`config.mk`:
```
export PLATFORM = sky130hd
export DESIGN_NAME = tube_drain
export DESIGN_NICKNAME = d
export VERILOG_FILES = /design/src/rtl/tube_drain_pkg.sv /design/src/rtl/tube_drain_chk.sv /design/src/rtl/tube_drain_fifo.sv /design/src/rtl/tube_drain.sv
export SDC_FILE = /design/constraint.sdc
export NUM_CORES = 1
export LEC_CHECK = 0
export ABC_AREA = 1
export BUFFER_PORTS_ARGS = -buffer_cell sky130_fd_sc_hd__buf_2
export CAP_MARGIN = 40
export CORE_ASPECT_RATIO = 2
export CORE_MARGIN = 2
export CORE_UTILIZATION = 30
export DETAILED_ROUTE_END_ITERATION = 8
export PLACE_DENSITY_LB_ADDON = 0.05
export SLEW_MARGIN = 40
export SYNTH_ARGS = -nofsm -noshare
export SYNTH_HDL_FRONTEND = slang
export SYNTH_HIERARCHICAL = 1
export SYNTH_SLANG_ARGS = --single-unit
```
`constraint.sdc`:
```
create_clock -name clk -period 3.4 [get_ports clk]
set_clock_uncertainty 0.2 [all_clocks]
set_input_delay 0.85 -clock clk [delete_from_list [all_inputs] [get_ports clk]]
set_output_delay 0.85 -clock clk [all_outputs]
set_load 0.005 [all_outputs]
```
`src/rtl/tube_drain_pkg.sv`:
```
// Shared types for the tube receive path: the entry that rides the tube and
// the width helper used for credit and occupancy counters.
package tube_drain_pkg;

    typedef struct packed {
        logic       valid;
        logic [7:0] payload;
    } tube_entry_t;

    function automatic int credit_w(input int depth);
        return $clog2(depth + 1);
    endfunction

endpackage

```
`src/rtl/tube_drain_chk.sv`:
```
// Simulation checker: every launch must surface at the tube bottom exactly
// TUBE_DEPTH cycles later.
module tube_drain_chk #(
    parameter int TUBE_DEPTH = 4
) (
    input logic clk,
    input logic rst,
    input logic launch_i,
    input logic arrive_i
);
    logic [TUBE_DEPTH-1:0] hist_q;

    always_ff @(posedge clk or negedge rst) begin
        if (!rst) begin
            hist_q <= '0;
        end else begin
            hist_q <= {hist_q[TUBE_DEPTH-2:0], launch_i};
        end
    end

    always @(posedge clk) begin
        if (rst) begin
            assert (!hist_q[TUBE_DEPTH-1] || arrive_i);
        end
    end

endmodule

```
`src/rtl/tube_drain_fifo.sv`:
```
// Synchronous FIFO for tube entries; a push into a full FIFO is only
// accepted when a pop frees the slot in the same cycle.
module tube_drain_fifo
    import tube_drain_pkg::*;
#(
    parameter int  DEPTH = 8,
    parameter type T     = tube_entry_t
) (
    input  logic                       clk,
    input  logic                       rst,
    input  logic                       push_i,
    input  logic                       pop_i,
    input  T                           din_i,
    output logic                       full_o,
    output logic                       empty_o,
    output logic [credit_w(DEPTH)-1:0] count_o,
    output T                           head_o
);
    localparam int PW = (DEPTH > 1) ? $clog2(DEPTH) : 1;
    localparam int CW = credit_w(DEPTH);

    T              mem_q [DEPTH];
    logic [PW-1:0] wr_ptr_q, wr_ptr_d;
    logic [PW-1:0] rd_ptr_q, rd_ptr_d;
    logic [CW-1:0] count_q, count_d;
    logic          do_push_s, do_pop_s;

    function automatic logic [PW-1:0] ptr_inc(input logic [PW-1:0] p);
        if (p == PW'(DEPTH - 1)) begin
            return '0;
        end else begin
            return p + PW'(1);
        end
    endfunction

    assign full_o  = (count_q == CW'(DEPTH));
    assign empty_o = (count_q == '0);
    assign count_o = count_q;

    // Head reads as all-zero while empty so stale slots never leak out.
    always_comb begin
        if (empty_o) begin
            head_o = '0;
        end else begin
            head_o = mem_q[rd_ptr_q];
        end
    end

    always_comb begin
        do_pop_s  = pop_i & ~empty_o;
        do_push_s = push_i & (~full_o | do_pop_s);
        wr_ptr_d  = do_push_s ? ptr_inc(wr_ptr_q) : wr_ptr_q;
        rd_ptr_d  = do_pop_s ? ptr_inc(rd_ptr_q) : rd_ptr_q;
        case ({do_push_s, do_pop_s})
            2'b10:   count_d = count_q + CW'(1);
            2'b01:   count_d = count_q - CW'(1);
            default: count_d = count_q;
        endcase
    end

    always_ff @(posedge clk or negedge rst) begin
        if (!rst) begin
            wr_ptr_q <= '0;
            rd_ptr_q <= '0;
            count_q  <= '0;
        end else begin
            wr_ptr_q <= wr_ptr_d;
            rd_ptr_q <= rd_ptr_d;
            count_q  <= count_d;
        end
    end

    always_ff @(posedge clk) begin
        if (do_push_s) begin
            mem_q[wr_ptr_q] <= din_i;
        end
    end

endmodule

```
`src/rtl/tube_drain.sv`:
```
// Tube receive end: buffers entries leaving the tube and returns launch
// credits so that in-flight plus buffered entries never exceed the FIFO.
module tube_drain
    import tube_drain_pkg::*;
#(
    parameter int  TUBE_DEPTH = 4,
    parameter int  FIFO_DEPTH = 8,
    parameter type T          = tube_entry_t
) (
    input  logic                            clk,
    input  logic                            rst,
    input  logic                            launch,
    output logic                            launch_ok,
    input  T                                tube_out,
    output T                                out,
    output logic                            out_valid,
    input  logic                            out_ready,
    output logic [credit_w(FIFO_DEPTH)-1:0] credits,
    output logic                            err_overflow,
    output logic                            err_launch
);
    localparam int            CW      = credit_w(FIFO_DEPTH);
    localparam logic [CW:0]   POOL    = (CW + 1)'(FIFO_DEPTH);
    localparam logic [CW-1:0] POOL_CW = CW'(FIFO_DEPTH);

    logic [CW-1:0] inflight_q, inflight_d;
    logic [CW-1:0] count_s;
    logic [CW:0]   used_s;
    logic          err_ov_q, err_ov_d;
    logic          err_la_q, err_la_d;
    logic          full_s, empty_s, arrive_s, pop_s, dec_s;
    T              head_s;

    assign arrive_s     = tube_out.valid;
    assign pop_s        = ~empty_s & out_ready;
    assign out_valid    = ~empty_s;
    assign out          = head_s;
    assign err_overflow = err_ov_q;
    assign err_launch   = err_la_q;

    tube_drain_fifo #(
        .DEPTH (FIFO_DEPTH),
        .T     (T)
    ) u_fifo (
        .clk     (clk),
        .rst     (rst),
        .push_i  (arrive_s),
        .pop_i   (pop_s),
        .din_i   (tube_out),
        .full_o  (full_s),
        .empty_o (empty_s),
        .count_o (count_s),
        .head_o  (head_s)
    );

    // An illegal launch can oversubscribe the pool; credits floor at zero.
    always_comb begin
        used_s = {1'b0, count_s} + {1'b0, inflight_q};
        if (used_s >= POOL) begin
            credits = '0;
        end else begin
            credits = CW'(POOL - used_s);
        end
        launch_ok = (credits != '0);
    end

    always_comb begin
        dec_s = arrive_s & (inflight_q != '0);
        case ({launch, dec_s})
            2'b10:   inflight_d = (inflight_q == POOL_CW) ? inflight_q : inflight_q + CW'(1);
            2'b01:   inflight_d = inflight_q - CW'(1);
            default: inflight_d = inflight_q;
        endcase
        err_la_d = err_la_q | (launch & ~launch_ok) | (arrive_s & (inflight_q == '0));
        err_ov_d = err_ov_q | (arrive_s & full_s & ~pop_s);
    end

    always_ff @(posedge clk or negedge rst) begin
        if (!rst) begin
            inflight_q <= '0;
            err_ov_q   <= 1'b0;
            err_la_q   <= 1'b0;
        end else begin
            inflight_q <= inflight_d;
            err_ov_q   <= err_ov_d;
            err_la_q   <= err_la_d;
        end
    end

    tube_drain_chk #(
        .TUBE_DEPTH (TUBE_DEPTH)
    ) u_chk (
        .clk      (clk),
        .rst      (rst),
        .launch_i (launch),
        .arrive_i (arrive_s)
    );

endmodule
```
==> results of run 1 <==
cell families after synthesis:
logic type,synth area share
AND/OR/NAND/NOR,0.165
flip-flops,0.616
AO/OA/AOI/OAI,0.102
buffers and inverters,0.0562
XOR/XNOR,0.00842
adder cells (fa/ha/maj),0.0535
metrics by stage:
| step | std cells | setup WS [ns] | power, uW | hold slack [ns] | util |
|---|---|---|---|---|---|
| detailed placement | 578 | 0.448 | 3630 | 0.287 | 0.338 |
| finish | 594 | 0.156 | 4530 | 0.248 | 0.360 |
| global route | 594 | 0.0119 | 4960 | 0.272 | 0.360 |
| floorplan | 395 | 0.460 | 2890 | 0.268 | - |
| global placement | 578 | 0.458 | 3610 | 0.290 | 0.338 |
| CTS | 593 | 0.0723 | 4630 | 0.258 | 0.360 |
repair_timing:
item / in CTS / in global routing
endpoints found under the setup margin: 0 / 1
buffers inserted: 0 / 1
resized for setup: 0 / 1
where the power goes:
part	total, uW	leakage (uW)	internal, uW	switching, uW
sequential	1540	0.000835	1380	160
clock	979	0.000134	569	410
combinational	2020	0.000961	759	1260
total	4530	0.00193	2710	1830
routing by layer:
layer / GRT usage / routed length (um) / up-vias
li1: - / - / 1430
met1: 0.148 / 3800 / 1390
met2: 0.279 / 5810 / 46
met3: 0.0289 / 265 / 15
met4: 0.0635 / 311 / 0
met5: 0 / 0 / -
sequential cells by signal, indices dropped and copies added, names as in the netlist:
| signal | flops |
|---|---|
| u_fifo/mem_q | 72 |
| inflight_q | 4 |
| u_fifo/count_o | 4 |
| u_fifo/rd_ptr_q | 3 |
| u_fifo/wr_ptr_q | 3 |
| err_launch | 1 |
| err_overflow | 1 |
worst max path at each step:
stage                                 start                 end  slack (ns)  cells past startpoint
after floorplan           u_fifo/count_o[1]  u_fifo/mem_q[1][0]        0.46                      8
after global placement    u_fifo/count_o[0]           launch_ok        0.46                      7
after detailed placement  u_fifo/count_o[0]           launch_ok        0.45                      7
after CTS                 u_fifo/count_o[0]           launch_ok        0.07                      7
after global routing      u_fifo/count_o[0]           launch_ok        0.01                      7
final                     u_fifo/count_o[0]           launch_ok        0.16                      9
area by class of cell:
cell class,instances,area [sq um],area share
clock buffer,9,225,0.0462
sequential,88,2560,0.526
timing repair buffer,44,270,0.0555
multi-input combinational,257,1420,0.291
clock inverter,6,70.1,0.0144
tap,155,194,0.0398
inverter,35,131,0.0270
synthesized netlist by cell type:
master,number
sky130_fd_sc_hd__nand2_4,2
sky130_fd_sc_hd__nand3b_2,1
sky130_fd_sc_hd__nand3_2,2
sky130_fd_sc_hd__or2_2,1
sky130_fd_sc_hd__clkbuf_1,1
sky130_fd_sc_hd__o21bai_1,1
sky130_fd_sc_hd__inv_1,34
sky130_fd_sc_hd__o21ai_2,1
sky130_fd_sc_hd__nor3_1,1
sky130_fd_sc_hd__fa_1,3
sky130_fd_sc_hd__nand2_1,36
sky130_fd_sc_hd__a21oi_1,10
sky130_fd_sc_hd__nand3_1,8
sky130_fd_sc_hd__inv_2,1
sky130_fd_sc_hd__o21ai_0,47
sky130_fd_sc_hd__nand2_2,3
sky130_fd_sc_hd__dfrtp_1,16
sky130_fd_sc_hd__edfxtp_1,72
sky130_fd_sc_hd__nand3b_1,1
sky130_fd_sc_hd__a31o_2,1
sky130_fd_sc_hd__o21ai_1,21
sky130_fd_sc_hd__buf_6,4
sky130_fd_sc_hd__clkbuf_2,1
sky130_fd_sc_hd__ha_1,13
sky130_fd_sc_hd__nand3_4,1
sky130_fd_sc_hd__buf_1,1
sky130_fd_sc_hd__nor4_1,8
sky130_fd_sc_hd__o211ai_1,1
sky130_fd_sc_hd__xnor2_1,2
sky130_fd_sc_hd__nor2_1,87
sky130_fd_sc_hd__nor2_2,3
sky130_fd_sc_hd__buf_4,2
sky130_fd_sc_hd__buf_2,6
sky130_fd_sc_hd__nand4_1,1
sky130_fd_sc_hd__xor2_1,2
==> flow_results.org, run 1 <==
** Status
- The flow ran to the end, and the final reports show no timing, DRC or antenna violations.

** Setup path
- Worst Setup Start Kind :: register
- Walking the worst path, the cells encountered are ha_1 > inv_1 > fa_1 > ha_1 > nand3b_1 > nand2_1 > o21ai_1 > nand2_1 > buf_2.
- For the worst setup path, the data arrival time is ~2.2 ns.
- By startpoint and endpoint, the worst setup path is classified as register to output pin.
- On the worst path, the slowest cell contributes a delay of between 0.4 and 0.5 ns.
- STA classifies the critical path endpoint as an output pin.
- Along the worst path, the maximum fanout reaches 5.
- For the worst setup path, the data required time is approximately 2.4 ns.
- Critical R2R Capture :: u_fifo/count_o[3]
- Worst reg2reg path startpoint :: u_fifo/count_o[1]
- Critical Path Slowest Stage Cell :: sky130_fd_sc_hd__dfrtp_2
- Counting both buffers and inverters, the worst setup path holds a total of 2.
- For flop-to-flop paths, the worst setup slack is a little under 0.7 ns.
- Worst path top cell family by delay :: adder cells
- The number of cells on the worst reg-to-reg path is 13.

** Yosys
- The synthesized design contains 88 register bits.
- Fraction of synthesized cell area taken by the top area cell type :: 0.519
- Averaged over all synthesized cells, the footprint is around 11 sq um.
- After technology mapping, the gate count stands at around 400.
- In this run the cell area of the synthesized design comes to 4160 sq um.
- Synth area leaders :: sky130_fd_sc_hd__edfxtp_1, sky130_fd_sc_hd__dfrtp_1, sky130_fd_sc_hd__nor2_1
- Yosys warns :: 6
- The number of nets in the synthesized netlist is 424.
- Of the synthesized area, sequential elements account for 0.616.
- Unique masters post-synth :: 35
- Summed over all instances, the cell type with the most area after synthesis is sky130_fd_sc_hd__edfxtp_1.

** Clock tree
- Longest Clk Path Bufs :: 2
- Root buffer selected by CTS :: sky130_fd_sc_hd__clkbuf_16
- TritonCTS clock tree :: built
- For this design, the CTS-stage hold fixing added 0 buffers.
- Clock-pin slew was measured on the worst setup and hold paths at 0.06 ns.
- For this design, the sink count on the clock tree is slightly below 90.
- Counting the buffers created by CTS gives 9.
- At the later pin of the worst-skew pair, clock insertion delay measures between 0.3 and 0.4 ns.
- CTS built an H-tree with a depth of 3.

** Timing
- Counting I/O delays and the setup requirement, the final critical path takes 3.24 ns.
- Count of final hold-check violations :: 0
- In the final timing run, aggregate negative setup slack is 0 ns.
- Timing would allow up to slightly above 300 MHz.
- The max-slew violation total from the final report came to 0.
- Worst Tran Pin Value :: around 0.8 ns
- Headroom to the max-slew limit came out at 0.465.
- Final setup violation count :: 0
- Setup repair after global routing left no endpoint under its margin.
- Crit share post-route :: 0.954

** Layout
- The repair_antennas step left the layout with diodes totalling 0.
- Post-layout nets :: 464
- Share of layout cells above drive strength 1 :: 0.191
- Leaving out fill and tap cells, the most frequent cell in the layout is sky130_fd_sc_hd__nor2_1.
- P&R area growth vs syn :: 17.0%
- With fillers left out, the area of the finished cells amounts to 4870 sq um.
- Fill cells in the final layout number 1,350.
- Leading cell types in the layout, fill and taps excluded :: sky130_fd_sc_hd__nor2_1, sky130_fd_sc_hd__edfxtp_1, sky130_fd_sc_hd__o21ai_0

** Route
- In the routed layout, each cell is associated on average with a via count of 4.85.
- Final WL :: 10,200 um
- For this block, the initial DRC count from the detailed router was 130.
- In the routed design, unresolved DRC markers number 0.
- The routed layout has about 2,900 vias.
- Drt first pass iters :: 4
- In the final routed layout, each cell accounts on average for 17.1 um.
- Once detail routing completed, the nets flagged for antenna violations numbered 0.

** Placement
- Sum of net half-perimeters after detailed placement :: 7240 um
- During placement, the flow inserted port buffers numbering 29.
- Cell area reported after detailed placement :: 4570 sq um
- Gpl congestion :: between 0.7 and 0.8

** Floorplan
- The die covers 14,900 sq um.
- For this configuration, the core starts out at a cell density of 0.308.
- Num rows :: 60
- Width of the die :: 87.3 um
- In this run the vertical extent of the chip is around 170 um.
- For this design the top-level I/O count stands at 30.
- Area of the core region :: 13,500 sq um

** Flow run
- Maximum Capacitance Violations :: 0

** Power
- Power spread over the standard cell area amounts to about 930 nW/um^2.
- For this design the static power due to leakage is 0.00193 uW.
- Largest voltage drop on the vdd net :: 0.604 mV

** Global routing
- Maximum number of pins on one net before global-route repair :: 38
- The first global-routing pass estimated 15,700 um of wire.
- In the global route stage, overall resource usage came out at 0.147.
- Initial antenna violation count :: 0
- For this run the aggregate overflow at the end of global routing stands at 0.
- The via count of the first global-routing pass is 2,829.

** Worst hold path
- The worst hold path belongs to the class input port to async pin.
No activity file was read; power rests on OpenSTA's default activity.
==> run 2, diff against run 1 <==
Settings changed: PLACE_DENSITY from default to 0.53, PLACE_DENSITY_LB_ADDON 0.05 to default.
Clock period 3.4 ns to 4.2 ns, I/O delays scaled along.
==> flow_results.org, run 2 (synthesis gave the netlist of run 1 again) <==
** Timing
- In the finished design, the share of the clock period the worst path needs comes to 0.843.
- Remaining max-slew budget at the tightest pin :: 0.537 (was 0.465)
- The total negative slack for setup checks came to 0 ns (unchanged).
- RSZ-0062 raised after global routing: no (unchanged).
- Maximum operating frequency :: 283 MHz
- Final critical-path required period :: 3.54 ns
- The max-slew violation total from the final report was 0 (unchanged).
- Count of final hold-check violations :: 0 (unchanged)
- The number of failing setup endpoints in the final timing report is 0 (unchanged).
- Worst Tran Pin Value :: 0.694 ns (was 0.803 ns)

** Global routing
- Initial antenna violation count :: 0 (unchanged)
- The maximum number of pins on one net before global-route repair was 39 (was 38).
- Number of global-route vias before repair :: 3,000 (was 2,829)
- Global-route wire length before repair :: 15,000 um (was 15,700 um)
- Met3 usage in global routing :: 0.0275 (was 0.0289)
- The global routing met2 resource utilization was 0.257 (was 0.279).
- The total global routing overflow is 0 (unchanged).
- Tot GR Track Use :: 0.137 (was 0.147)
- The most used routing layer in global routing is met2 (unchanged).
- Met1 Usage GRT :: 0.130 (was 0.148)

** Route
- Via density :: 4.93 (was 4.85)
- Iteration-0 DRC Markers :: 112 (was 130)
- The total number of vias is 2,908 (was 2,881).
- The count of antenna-violating nets left after detailed routing was 0 (unchanged).
- Remaining routing DRC violations :: 0 (unchanged)
- Drt first pass iters :: 6 (was 4)
- The average routed wire per standard cell came to 16.0 um (was 17.1 um).
- The total wirelength of the detailed-routed design came to 9470 um (was 10,200 um).

** Setup path
- The number of buffer and inverter stages on the critical path is 2 (unchanged).
- Worst Setup Start Kind :: register (unchanged)
- Required time of the critical path :: 2.95 ns (was 2.35 ns)
- Critical path's largest stage delay :: 0.52 ns (was 0.44 ns)
- The capturing element type of the critical path is an output pin (unchanged).
- The category of cells accounting for the largest share of critical-path delay is adder cells (unchanged).
- Maximum fanout along the worst path :: 5 (unchanged)
- Cell-by-cell listing of the critical path :: ha_1 > inv_1 > fa_1 > ha_1 > nand3b_1 > nand2_1 > o21ai_1 > nand2_1 > buf_2 (unchanged)
- Critical Path Slowest Stage Cell :: sky130_fd_sc_hd__fa_1 (was sky130_fd_sc_hd__dfrtp_2)
- Worst setup path class :: register to output pin (unchanged)
- Data arrival time of the worst path :: 2.29 ns (was 2.19 ns)

** Clock tree
- Total of hold buffers inserted after clock tree synthesis :: 0 (unchanged)
- The clock tree from TritonCTS is built (unchanged).
- Post-CTS setup-driven buffer insertion count :: 0 (unchanged)
- The post-cts gate resize count was 0 (unchanged).
- The number of buffers on the longest clock path came to 2 (unchanged).
- The clock input transition at the sequential cells of the worst setup and hold paths is 0.06 ns (about the same).
- CTS Buf Count :: 9 (unchanged)
- The cell chosen for the clock root is sky130_fd_sc_hd__clkbuf_16 (unchanged).
- Clock Sinks :: 88 (unchanged)
- H-Tree Depth :: 3 (unchanged)
- The clock latency at the later pin of the worst-skew pair is 0.33 ns (about the same).

** Layout
- Post-layout nets :: 459 (was 464)
- Fillers :: 1,360 (was 1,350)
- Leading cell types in the layout, fill and taps excluded: sky130_fd_sc_hd__nor2_1, sky130_fd_sc_hd__edfxtp_1, sky130_fd_sc_hd__o21ai_0 (unchanged).
- P&R area growth vs syn :: 16.0% (was 17.0%)
- Number of antenna repair diodes :: 0 (unchanged)
- The ratio of cells with drive above 1 in the final layout is 0.179 (was 0.191).
- Register with the most flip-flops :: u_fifo/mem_q (unchanged)
- Number of flip-flops in the largest register :: 72 (unchanged)
- Commonest non-fill, non-tap cell in the layout :: sky130_fd_sc_hd__nor2_1 (unchanged)

** Worst hold path
- The class of the worst hold path was register to register (was input port to async pin).

** Floorplan
- The I/O pin total is 30 (unchanged).
- Area of the core region :: 13,500 sq um (unchanged)
- Num rows :: 60 (unchanged)
- Width of the die :: 87.3 um (unchanged)
- The die height was 171 um (unchanged).
- The initial core utilization is 0.308 (unchanged).
- Floorplan die area :: 14,900 sq um (unchanged)

** Power
- The total power divided by cell area came to 749 nW/um^2 (was 931 nW/um^2).
- The standby leakage power is 0.00192 uW (was 0.00193 uW).
- The maximum resistive drop on vdd is 0.490 mV (was 0.604 mV).
- The total power after layout is 3620 uW (was 4530 uW).

** Placement
- Number of port buffers :: 29 (unchanged)
- Gpl congestion :: 0.778 (was 0.781)
- Sum of net half-perimeters after detailed placement :: 6750 um (was 7240 um)

** Status
- Status :: completed (unchanged)

** Flow run
- The number of max-cap violations came to 0 (unchanged).
[run 2: final timing paths]
| kind | start | end | slack [ns] | depth (start not counted) |
|---|---|---|---|---|
| max | u_fifo/count_o[0] | launch_ok | 0.66 | 9 |
| min | err_overflow | err_overflow | 0.30 | 1 |
| max reg2reg | u_fifo/count_o[1] | u_fifo/count_o[3] | 1.40 | 13 |
| min reg2reg | err_overflow | err_overflow | 0.30 | 1 |
| max in group asynchronous | rst | u_fifo/rd_ptr_q[0] | 3.07 | 1 |
| min in group asynchronous | rst | u_fifo/count_o[3] | 0.44 | 1 |
[run 2: layer usage]
metal  routed length (um)  vias to the layer above
met2                 5330                       53
met5                    0                        -
met4                  482                        0
li1                     -                     1426
met3                  189                       22
met1                 3460                     1407
[run 2: layout make-up]
type                    instances  area, sq um  area share
flip-flops and latches         88         2560       0.531
clock buffers                   9          225      0.0466
well taps                     155          194      0.0402
clock inverters                 7         78.8      0.0163
multi-input cells             257         1420       0.293
repair buffers                 39          220      0.0456
inverters                      35          131      0.0272
[run 2: through the flow]
stage | std cells | worst slack [ns] | hold slack [ns] | instance area, sq um | util
2_1_floorplan | 395 | 1.09 | 0.268 | 4160 | -
3_3_place_gp | 574 | 1.08 | 0.276 | 4520 | 0.335
3_5_place_dp | 574 | 1.02 | 0.280 | 4520 | 0.335
4_1_cts | 590 | 0.642 | 0.297 | 4830 | 0.357
5_1_grt | 590 | 0.527 | 0.307 | 4830 | 0.357
6_report | 590 | 0.660 | 0.296 | 4830 | 0.357
[run 2: report_power, final]
group          internal (uW)  switching (uW)
registers               1120             144
clock network            467             331
logic                    575             984
total                   2160            1460
